==> src/rtl/iccm_loader.sv <==
// Boot loader: assembles UART rx bytes into words, writes them to consecutive ICCM addresses, holds the core in reset until an end-of-program word.
// Latency: last byte strobe in cycle n -> we_o in cycle n+1; no backpressure: rx bytes are strobes, one byte accepted per cycle (also during WRITE).
module iccm_loader #(
  parameter int unsigned       DATA_W      = 32,
  parameter int unsigned       ADDR_W      = 14,
  parameter logic [ADDR_W-1:0] BASE_ADDR   = '0,
  parameter bit                BIG_ENDIAN  = 1'b1,
  parameter logic [DATA_W-1:0] EOP_WORD    = DATA_W'(32'h0000_0FFF),
  parameter int unsigned       TIMEOUT_CYC = 0
) (
  input  logic              clk_i,
  input  logic              rst_ni,
  input  logic              prog_i,
  input  logic              rx_dv_i,
  input  logic [7:0]        rx_byte_i,
  output logic              we_o,
  output logic [ADDR_W-1:0] addr_o,
  output logic [DATA_W-1:0] wdata_o,
  output logic              core_rst_no,
  output logic              busy_o,
  output logic              done_o,
  output logic              err_o,
  output logic [ADDR_W:0]   word_cnt_o
);

  localparam int unsigned       BYTES    = DATA_W / 8;
  localparam int unsigned       BIW      = (BYTES > 1) ? $clog2(BYTES) : 1;
  localparam logic [BIW-1:0]    LAST_IDX = BIW'(BYTES - 1);
  localparam logic [ADDR_W-1:0] ADDR_MAX = '1;
  localparam int unsigned       TW       = (TIMEOUT_CYC > 1) ? $clog2(TIMEOUT_CYC) + 1 : 1;
  localparam logic [TW-1:0]     TMO_LAST = TW'(TIMEOUT_CYC - 1);

  typedef enum logic [1:0] {IDLE, COLLECT, WRITE, ERROR} state_t;

  state_t            state_q;
  logic [BIW-1:0]    byte_idx_q;
  logic [TW-1:0]     timer_q;
  logic [DATA_W-1:0] asm_q;
  logic [DATA_W-1:0] asm_ins;
  logic [BIW-1:0]    lane;

  // Current assembly buffer with the incoming byte dropped into its lane.
  always_comb begin
    lane    = BIG_ENDIAN ? (LAST_IDX - byte_idx_q) : byte_idx_q;
    asm_ins = asm_q;
    asm_ins[{lane, 3'b000} +: 8] = rx_byte_i;
  end

  always_ff @(posedge clk_i) begin
    if (!rst_ni) begin
      state_q     <= IDLE;
      byte_idx_q  <= '0;
      timer_q     <= '0;
      asm_q       <= '0;
      we_o        <= 1'b0;
      addr_o      <= BASE_ADDR;
      wdata_o     <= '0;
      core_rst_no <= 1'b1;
      busy_o      <= 1'b0;
      done_o      <= 1'b0;
      err_o       <= 1'b0;
      word_cnt_o  <= '0;
    end else if (prog_i) begin
      state_q     <= COLLECT;
      byte_idx_q  <= '0;
      timer_q     <= '0;
      we_o        <= 1'b0;
      addr_o      <= BASE_ADDR;
      core_rst_no <= 1'b0;
      busy_o      <= 1'b1;
      done_o      <= 1'b0;
      err_o       <= 1'b0;
      word_cnt_o  <= '0;
    end else begin
      we_o   <= 1'b0;
      done_o <= 1'b0;
      case (state_q)
        COLLECT: begin
          if (rx_dv_i) begin
            asm_q   <= asm_ins;
            timer_q <= '0;
            if (byte_idx_q == LAST_IDX) begin
              byte_idx_q <= '0;
              wdata_o    <= asm_ins;
              if (asm_ins == EOP_WORD) begin
                state_q     <= IDLE;
                core_rst_no <= 1'b1;
                done_o      <= 1'b1;
                busy_o      <= 1'b0;
              end else begin
                state_q <= WRITE;
                we_o    <= 1'b1;
              end
            end else begin
              byte_idx_q <= byte_idx_q + BIW'(1);
            end
          end else if (TIMEOUT_CYC != 0 && byte_idx_q != '0) begin
            // A stalled sender loses the partial word rather than corrupting the next one.
            if (timer_q == TMO_LAST) begin
              byte_idx_q <= '0;
              timer_q    <= '0;
              err_o      <= 1'b1;
            end else begin
              timer_q <= timer_q + TW'(1);
            end
          end
        end
        WRITE: begin
          word_cnt_o <= word_cnt_o + 1'b1;
          timer_q    <= '0;
          if (addr_o == ADDR_MAX) begin
            state_q <= ERROR;
            err_o   <= 1'b1;
            busy_o  <= 1'b0;
          end else begin
            addr_o  <= addr_o + 1'b1;
            state_q <= COLLECT;
            if (rx_dv_i) begin
              asm_q      <= asm_ins;
              byte_idx_q <= BIW'(1);
            end
          end
        end
        default: ;
      endcase
    end
  end

endmodule
==> config.mk <==
export PLATFORM = sky130hd
export DESIGN_NAME = iccm_loader
export DESIGN_NICKNAME = d
export VERILOG_FILES = /design/src/rtl/iccm_loader.sv
export SDC_FILE = /design/constraint.sdc
export NUM_CORES = 1
export LEC_CHECK = 0
export BUFFER_PORTS_ARGS = -buffer_cell sky130_fd_sc_hd__buf_2
export CORE_ASPECT_RATIO = 2
export CORE_MARGIN = 10
export CORE_UTILIZATION = 51
export CTS_CLUSTER_SIZE = 20
export DETAILED_ROUTE_END_ITERATION = 16
export HOLD_SLACK_MARGIN = 0.15
export PLACE_DENSITY = 0.88
export SYNTH_ARGS = -nofsm -noshare
export SYNTH_HDL_FRONTEND = slang
export SYNTH_SLANG_ARGS = --single-unit
==> constraint.sdc <==
create_clock -name clk_i -period 2.25 [get_ports clk_i]
set_input_delay 0.45 -clock clk_i [delete_from_list [all_inputs] [get_ports clk_i]]
set_output_delay 0.45 -clock clk_i [all_outputs]
set_load 0.05 [all_outputs]
==> flow_summary.ini <==
[run_status]
status = finished clean

[power_and_ir_drop]
fin_total_pwr_mw = 3.60
worst_ir_drop_vdd_uv = 477
p_leak_nw = 2.89
p_per_area_nw_per_um2 = 633

[floorplan]
core_um2 = 9070
die_area_um2 = 13900
start_util = 0.526
die_width_um = 88.4
fp.dieH_um = 157
rows = 49
io_pins = 78

[layout]
drive_above_1_share = 0.215
num_antenna_cells = 0
syn_to_final_growth_pct = 19.2
nFillCells = 770
fin_nets = 637

[worst_setup_path]
crit_end = core_rst_no
crit_chain = inv_1 -> ha_4 -> or3b_4 -> o32ai_2 -> nor4_2 -> and4_1 -> a21o_1
cp.required_ps = 2480
slowest_delay_ps = 440
critical_path_class = reg -> reg
reg2reg_from = byte_idx_q[0]
endpoint_kind = flop
crit_fanout = 10
r2r-end = core_rst_no
crit_path_start = byte_idx_q[0]
reg2reg_slack_ps = 150
path_buf_inv = 1
rr_worst_depth = 7
cp.arrival_ps = 2340
cp_top_family = simple AND/OR/NAND/NOR gates
crit_slowest_cell = or3b_4
critPathLaunchType = flop
cp_num_cells = 7

[routing]
vias_per_cell = 5.97
wl_mm = 12.7
drt-wirelength-per-cell_um = 17.5
drtIter0Drc = 182
drt-pass1-iter-count = 4
highest_layer = met4
routedLengthMet1_mm = 4.76
ant_nets = 0
dr_wl_met3_um = 654
vias = 4319
post-route-drc-count = 0
met2WireLength_mm = 6.68

[yosys]
seq_area_frac_synth = 0.428
synth_seq_cells = 102
synth_top_family_by_area = simple AND/OR/NAND/NOR gates
synth.area.mux_share = 0
synth_xor_area_frac = 0.0404
yosysWarnings = 0
ys_top_cells_by_area = dfxtp_1 43%, o211a_1 12%, nand2_1 5.8%, nor2b_1 5.4%, a21oi_1 4.1%
synth-adder-area-share = 0.0184
synth_cell_types = 51
synth_edf_count = 0
syn_area_um2 = 4770
synth_fp_nets = 560
syn_inst = 541
synth.top_cell.area_share = 0.428
synth_compound_area_frac = 0.224
synth-simple-area-share = 0.249
synth-main-ff-cell = dfxtp_1
avgSynthCellArea_um2 = 8.82
synthArstFlopShare = 0
synth_top_area_cell = dfxtp_1

[sta]
post-route-period-util = 0.935
clock.fmax_mhz = 475
finalSetupTns_ps = 0
period_needed_ps = 2100
hold_viol_final = 0
rsz0062_at_grt = false
slew_headroom = 0.594
slew_violations = 0
fin_hold_ws_ps = 433
finalSetupViolCount = 0
tightest_slew_ps = 605
finClkSkew_ps = 5.89

[grt]
grt_pass1_wl_mm = 20.4
antenna_found_initial = 0
grt_max_degree = 65
grt.total_usage = 0.183
overflow = 0
grt_pass1_vias = 4287

[clock_tree]
numCtsBuffers = 9
clk_pin_slew_worst_paths_ps = 60
cts_tree = yes
hold_buffers = 0
ctsLongestPathBuffers = 2
clk_latency_ps = 340
htreeDepth = 3
clock_sinks = 102
cts_root_buffer = clkbuf_16

[place]
dp_hpwl_mm = 9.53
numPortBuffers = 77
place_congestion = 0.876

[min_path]
hp-class = in -> reg
hp-start = prog_i

[flow_run]
cap_viol_max_count = 0
==> registers in the layout, indices dropped and copies added, names as in the netlist <==
register / cells
we_o: 1
word_cnt_o: 15
asm_q: 32
err_o: 1
core_rst_no: 1
done_o: 1
state_q: 2
byte_idx_q: 2
addr_o: 14
wdata_o: 32
busy_o: 1
==> what timing repair did <==
| action | CTS | global route |
|---|---|---|
| setup buffers | 0 | 0 |
| gates resized for setup | 3 | 9 |
| endpoints found under the setup margin | 4 | 5 |
==> worst register-to-register path, stage by stage (launching register included) <==
cell,delay (ps)
dfxtp_1,370
inv_1,100
ha_4,320
or3b_4,440
o32ai_2,300
nor4_2,70
and4_1,220
a21o_1,170
==> cells in the mapped netlist, types with 5 or more instances <==
cell type / count
nand3_1: 13
ha_1: 7
nand4_1: 7
nand2_1: 74
nor2_1: 42
a32oi_1: 5
nor4_1: 11
nor3_1: 13
o211a_1: 58
xnor2_1: 13
or3_1: 5
buf_2: 6
xor2_1: 9
clkbuf_1: 28
inv_1: 6
o21ai_0: 9
nor2b_1: 41
a21oi_1: 39
dfxtp_1: 102
==> placed cells by master, fill, tap and decap left out, drive strengths merged, types with 4 or more instances in the layout <==
master    n
or3       5
nand4     9
buf     103
nand3    13
nand2b    4
ha        7
inv       6
a32oi     5
nor2     42
nor3     13
and4      4
nor2b    41
clkbuf   14
xnor2    13
a21boi    4
nor4     11
a21oi    39
dfxtp   102
o211a    58
nand2    74
xor2      9
o21ai     9
==> worst min-delay path by stage <==
| stage | endpoint | cells past startpoint |
|---|---|---|
| after global placement | err_o | 2 |
| after floorplan | asm_q[5] | 1 |
| after global routing | state_q[0] | 2 |
| final | state_q[0] | 2 |
| after detailed placement | err_o | 2 |
| after CTS | state_q[0] | 2 |
==> cell families (layout without fill, tap and decap cells) <==
| logic type | count (synthesis) | in the layout |
|---|---|---|
| and+or+nand+nor | 232 | 232 |
| DFF | 102 | 102 |
| adders and majority gates | 7 | 7 |
| xor gates and xnor gates | 22 | 22 |
| buffers and inverters | 43 | 124 |
| AOI/OAI and AO/OA | 135 | 135 |
==> final cells by class <==
| class | instances | area [um2] | share of cell area |
|---|---|---|---|
| repair buffers | 103 | 593 | 0.104 |
| multi-input cells | 396 | 2610 | 0.460 |
| inverters | 6 | 22.5 | 0.00396 |
| well taps | 102 | 128 | 0.0224 |
| clock inverters | 1 | 30.0 | 0.00528 |
| clock buffers | 14 | 254 | 0.0447 |
| flip-flops and latches | 102 | 2040 | 0.360 |
==> stage by stage <==
| step | setup slack (ps) | std cells | util | area [um2] |
|---|---|---|---|---|
| floorplan | 6.16 | 541 | - | 4780 |
| global placement | -40.9 | 709 | 0.588 | 5330 |
| detailed placement | -15.6 | 709 | 0.588 | 5330 |
| CTS | 7.73 | 724 | 0.621 | 5640 |
| global route | 20.0 | 724 | 0.627 | 5690 |
| finish | 146 | 724 | 0.627 | 5690 |
==> report_power, final <==
part           leakage, nW  switching [mW]  internal, mW
clock network        0.137           0.616         0.889
logic                 1.93           0.154        0.0877
registers            0.826          0.0190          1.83
total                 2.89           0.789          2.81
==> routing by layer <==
layer | GRT usage | up-vias
met1 | 0.185 | 2080
met5 | 0 | -
met3 | 0.0338 | 36
met2 | 0.331 | 121
li1 | - | 2082
met4 | 0.110 | 0
Power figures use the tool's default switching activity.
